## config.mk

```make
export PLATFORM = sky130hd
export DESIGN_NAME = serial_rx_start_done
export DESIGN_NICKNAME = d
export VERILOG_FILES = /design/src/rtl/shift_reg_pkg.sv /design/src/rtl/tick_counter.sv /design/src/rtl/serial_rx_start_done.sv
export SDC_FILE = /design/constraint.sdc
export NUM_CORES = 1
export LEC_CHECK = 0
export CORE_UTILIZATION = 54
export CTS_BUF_LIST = sky130_fd_sc_hd__clkbuf_8
export CTS_CLUSTER_SIZE = 12
export DETAILED_ROUTE_END_ITERATION = 8
export MAX_ROUTING_LAYER = met4
export PLACE_DENSITY = 0.91
export SETUP_SLACK_MARGIN = 0.5
export SLEW_MARGIN = 5
export SYNTH_ARGS = -nofsm -noshare
export SYNTH_HDL_FRONTEND = slang
export SYNTH_SLANG_ARGS = --single-unit
```

## constraint.sdc

```tcl
create_clock -name clk -period 2.3 [get_ports clk]
set_input_delay 0.23 -clock clk [delete_from_list [all_inputs] [get_ports clk]]
set_output_delay 0.23 -clock clk [all_outputs]
set_load 0.03 [all_outputs]
```

## src/rtl/shift_reg_pkg.sv

```systemverilog
// Shared state and shift-control encodings for the serial receiver family.
// Optional even-parity stage is selected elsewhere by SIPO_PARITY_EN.
package shift_reg_pkg;

    typedef enum logic [1:0] {
        IDLE   = 2'd0,
        SHIFT  = 2'd1,
        PARITY = 2'd2,
        DONE   = 2'd3
    } state_t;

    typedef enum logic [1:0] {
        NOP     = 2'd0,
        SHIFT_L = 2'd1,
        SHIFT_R = 2'd2,
        LOAD    = 2'd3
    } shift_op_t;

    // Counter width covering 0..n-1, never narrower than one bit.
    function automatic int unsigned cnt_width(input int unsigned n);
        return (n > 2) ? $clog2(n) : 1;
    endfunction

endpackage

```

## src/rtl/tick_counter.sv

```systemverilog
// Saturating bit counter 0..N-1 with synchronous clear and terminal-count flag.
module tick_counter
    import shift_reg_pkg::*;
#(
    parameter int unsigned N  = 8,
    parameter int unsigned CW = cnt_width(N)
) (
    input  logic i_clk,
    input  logic i_rst,
    input  logic i_en,
    input  logic i_clr,
    output logic o_tc
);

    logic [CW-1:0] r_count;
    logic          w_tc;

    assign w_tc = (r_count == CW'(N - 1));
    assign o_tc = w_tc;

    // Holds at N-1 rather than wrapping; the FSM clears it on return to idle.
    always_ff @(posedge i_clk or posedge i_rst) begin
        if (i_rst) begin
            r_count <= '0;
        end else if (i_clr) begin
            r_count <= '0;
        end else if (i_en && !w_tc) begin
            r_count <= r_count + 1'b1;
        end
    end

endmodule

```

## src/rtl/serial_rx_start_done.sv

```systemverilog
// Start-triggered MSB-first serial-to-parallel receiver with done pulse.
// Define SIPO_PARITY_EN to add an even-parity bit after the data word.
module serial_rx_start_done
    import shift_reg_pkg::*;
#(
    parameter int unsigned N = 8
) (
    input  logic         clk,
    input  logic         reset,
    input  logic         Trigger,
    input  logic         start,
    input  logic         sin,
    output logic [N-1:0] data,
    output logic         busy,
    output logic         last_tick,
    output logic         done_tick,
    output logic         parity_err
);

    state_t       r_state;
    state_t       w_next;
    shift_op_t    w_op;
    logic [N-1:0] r_sreg;
    logic [N-1:0] r_data;
    logic [N-1:0] w_shifted;
    logic         w_tc;
    logic         w_cnt_en;
    logic         w_cnt_clr;
    logic         w_load_data;
`ifdef SIPO_PARITY_EN
    logic         r_perr;
    logic         w_load_par;
`endif

    assign w_shifted = {r_sreg[N-2:0], sin};
    assign w_cnt_clr = (r_state == IDLE);

    tick_counter #(
        .N (N)
    ) u_tick_counter (
        .i_clk (clk),
        .i_rst (reset),
        .i_en  (w_cnt_en),
        .i_clr (w_cnt_clr),
        .o_tc  (w_tc)
    );

    always_ff @(posedge clk or posedge reset) begin
        if (reset) begin
            r_state <= IDLE;
        end else begin
            r_state <= w_next;
        end
    end

    always_comb begin
        w_next      = r_state;
        w_op        = NOP;
        w_cnt_en    = 1'b0;
        w_load_data = 1'b0;
`ifdef SIPO_PARITY_EN
        w_load_par  = 1'b0;
`endif
        case (r_state)
            IDLE: begin
                if (start) begin
                    w_next = SHIFT;
                    w_op   = LOAD;
                end
            end
            SHIFT: begin
                if (Trigger) begin
                    w_op     = SHIFT_L;
                    w_cnt_en = 1'b1;
                    if (w_tc) begin
`ifdef SIPO_PARITY_EN
                        w_next = PARITY;
`else
                        w_next      = DONE;
                        w_load_data = 1'b1;
`endif
                    end
                end
            end
            PARITY: begin
`ifdef SIPO_PARITY_EN
                if (Trigger) begin
                    w_next     = DONE;
                    w_load_par = 1'b1;
                end
`else
                w_next = IDLE;
`endif
            end
            DONE: begin
                w_next = IDLE;
            end
            default: begin
                w_next = IDLE;
            end
        endcase
    end

    always_ff @(posedge clk or posedge reset) begin
        if (reset) begin
            r_sreg <= '0;
        end else begin
            case (w_op)
                LOAD:    r_sreg <= '0;
                SHIFT_L: r_sreg <= w_shifted;
                SHIFT_R: r_sreg <= {sin, r_sreg[N-1:1]};
                default: r_sreg <= r_sreg;
            endcase
        end
    end

    // Without parity the word is captured on the final data edge itself, so
    // it comes from the shifted value rather than the register.
    always_ff @(posedge clk or posedge reset) begin
        if (reset) begin
            r_data <= '0;
        end else if (w_load_data) begin
            r_data <= w_shifted;
`ifdef SIPO_PARITY_EN
        end else if (w_load_par) begin
            r_data <= r_sreg;
`endif
        end
    end

`ifdef SIPO_PARITY_EN
    always_ff @(posedge clk or posedge reset) begin
        if (reset) begin
            r_perr <= 1'b0;
        end else if (w_load_par) begin
            r_perr <= (^r_sreg) ^ sin;
        end
    end
    assign parity_err = r_perr;
`else
    assign parity_err = 1'b0;
`endif

    assign data      = r_data;
    assign busy      = (r_state == SHIFT) || (r_state == PARITY);
    assign last_tick = (r_state == SHIFT) && w_tc;
    assign done_tick = (r_state == DONE);

endmodule

```

==> out/metrics.csv <==
metric,value,unit
VDD IR-drop max,0.7625,mV
CTS Buf Count,3,
Initial Util,0.5943,
initial antenna violation count,0,
port bufs,15,
# nets final,127,
CP required,2.47,ns
fillers,115,
core area,1764,um^2
status,finished clean,
die width,46.07,um
final hold slack,0.4030,ns
post-layout util,0.7731,
netlist area before placement,1049,um^2
Worst Max-Slew Pin Slew,0.7623,ns
crit path time final,1.801,ns
crit path DAT,1.97,ns
"Avg Cell Area, Syn",11.15,um^2
RSZ-0062 raised after global routing,false,
worst clock skew,0.004000,ns
Critical Path Sink Type,flip-flop,
Synth Warn #,0,
CP Class,flip-flop to flip-flop,
Mapped Cells,94,
synthesized net count,109,
vias per cell,5.890,
# rows,15,
relative slew slack,0.4912,
# hold bufs at CTS,0,
"Slew Viols, Final",0,
max frequency,555.1,MHz
worst skew pair latency,0.26,ns
sequential power share,0.317,
post-DP HPWL,1331,um
vias in the first global route,709,
Pre-antenna DRT Iters,6,
Multi-input gate area,574.3,um^2
DR vias,801,
Starting DRT DRC Count,40,
Static Leak,0.6281,nW
"Reg clk slew, reported paths",0.08,ns
endpoints failing setup,0,
sw frac,0.4003,
synth unique cells,22,
Tcrit/Tclk final,0.7832,
switching power,582.5,uW
CP Cell Sequence,inv_2 > ha_4 > nand2_1 > nand2_1 > a32oi_4 > ha_4 > a22oi_1 > o21ai_0,
sequential element share of the synthesized area,0.5012,
Routed Antenna Nets,0,
Fin. Hold Viols,0,
die height,46.07,um
# diodes,0,
slowest cell delay on critical path,0.38,ns
synth-to-layout area growth,30.07,%
final worst setup slack,0.4985,ns
Routed WL,2306,um
placer's final routability congestion estimate,0.7999,
die area,2122,um^2
dpl ws,0.2729,ns
pwr dens,1067,nW/um^2
CTS root buffer,clkbuf_8,
Total GRT Usage,0.2217,
Min-Delay Path Class,input pin to async pin,
CTS tree,yes,
# H-tree levels,1,
Longest Clk Path Bufs,2,
grt total ovfl,0,
R2R Setup Slk,0.50,ns
register bit total from synthesis,21,
largest net degree at the start of global routing,22,
worst-path fanout max,8,
maxcap violations,0,
Cell Int Power,872.8,uW
layout cells sized above 1,0.2523,
number of remaining DRC errors,0,
first-pass GRT wire length,3180,um
register area,526.8,um^2
num ports,17,
Clk pwr share,0.170,
"Max stage delay cell, worst path",dfrtp_1,
TNS Setup,0,ns
clock sinks,21,
Critical Path Source Type,flip-flop,
Comb pwr share,0.513,
Routed WL per cell,16.96,um
## logic make-up after synthesis
family          share of synthesized area
flops                              0.5012
compound gates                     0.1229
simple gates                      0.07638
mux                                0.1253
buf+inv                           0.04296
fa+ha+maj                          0.1193
other cells                      0.003577
xor+xnor                         0.008355
## layout make-up
| type | count | share of cell area |
|---|---|---|
| tap | 25 | 0.02294 |
| clock buffer | 3 | 0.03028 |
| inverter | 7 | 0.01927 |
| multi-input combinational | 62 | 0.4211 |
| clock inverter | 1 | 0.003670 |
| sequential | 21 | 0.3862 |
| timing repair buffer | 17 | 0.1165 |
## sequential cells by signal, indices dropped and copies added (netlist names)
signal,count
data,8
r_sreg,8
r_state,2
u_tick_counter.r_count,3
## repair_timing
item                       4_1_cts  5_1_grt
resized for setup                7       16
setup buffers                    1        1
setup endpoints to repair       17       18
pin swaps                        1        3
## path summary, 6_finish.rpt
kind	cells after the start	endpoint	startpoint
worst max-delay path	8	r_sreg[3]	r_state[1]
worst min-delay path	2	r_sreg[4]	reset
worst max register to register	8	r_sreg[3]	r_state[1]
worst min register to register	1	data[4]	data[4]
max in group asynchronous	2	r_state[0]	reset
min in group clk	1	data[4]	data[4]
## through the flow
| step | power, mW | instance area, um^2 | std cells |
|---|---|---|---|
| floorplan | 0.8440 | 1049 | 94 |
| CTS | 1.284 | 1285 | 135 |
| detailed placement | 0.9853 | 1211 | 130 |
| finish | 1.455 | 1364 | 136 |
| global placement | 0.9534 | 1211 | 130 |
| global route | 1.508 | 1364 | 136 |
## routing by layer
metal  wire, um  share of wire  global-route usage
met1        984           0.43              0.2952
met2       1111           0.48              0.3296
met3        144          0.062             0.03529
met4         66          0.029              0.1059
met5          0              0                   -
## power groups by stage
stage / combinational (mW) / sequential (mW) / clock, mW
6_report: 0.746 / 0.461 / 0.248
5_1_grt: 0.788 / 0.466 / 0.254
4_1_cts: 0.584 / 0.451 / 0.249
3_5_place_dp: 0.526 / 0.459 / 0
3_3_place_gp: 0.497 / 0.456 / 0
2_1_floorplan: 0.371 / 0.473 / 0
## synthesized netlist by cell type
library cell,number,area share
nand2b_1,1,0.0060
mux2i_1,3,0.029
buf_4,1,0.0072
o21ai_0,8,0.038
nand3b_1,1,0.0072
a32o_1,1,0.0095
xor2_1,1,0.0084
clkbuf_1,1,0.0036
a32oi_1,1,0.0084
nand2_1,12,0.043
inv_1,6,0.021
nor2_1,4,0.014
dfrtp_1,21,0.50
conb_1,1,0.0036
mux2_1,1,0.011
inv_2,1,0.0036
and2_1,1,0.0060
mux2_2,8,0.086
a22oi_1,8,0.057
a222oi_1,1,0.0095
buf_1,2,0.0072
ha_1,10,0.12
## critical path: cells and delay by family (launching register included)
kind / cells / cell delay, ns
AOI/OAI and AO/OA: 3 / 0.63
adders and majority gates: 2 / 0.43
DFF: 1 / 0.38
and+or+nand+nor: 2 / 0.17
buffers and inverters: 1 / 0.09
## cells in the final DEF (no fill, tap or decap)
master / Yosys / final
mux2i_1: 3 / 3
nand2_2: 0 / 2
ha_4: 0 / 5
clkinv_2: 0 / 1
clkbuf_8: 0 / 3
dlygate4sd2_1: 0 / 1
a32o_1: 1 / 1
a32oi_4: 0 / 1
nand3b_1: 1 / 1
xor2_1: 1 / 1
clkbuf_2: 0 / 1
o21ai_1: 0 / 1
buf_4: 1 / 2
inv_2: 1 / 2
mux2_2: 8 / 8
inv_1: 6 / 5
a22oi_1: 8 / 8
ha_2: 0 / 1
ha_1: 10 / 4
nand2b_4: 0 / 1
and2_1: 1 / 1
o21ai_0: 8 / 7
nand2_1: 12 / 10
a222oi_1: 1 / 1
clkdlybuf4s50_1: 0 / 13
conb_1: 1 / 1
mux2_1: 1 / 1
dfrtp_2: 0 / 1
dfrtp_1: 21 / 20
nor2_1: 4 / 4
Power figures use the tool's default switching activity.
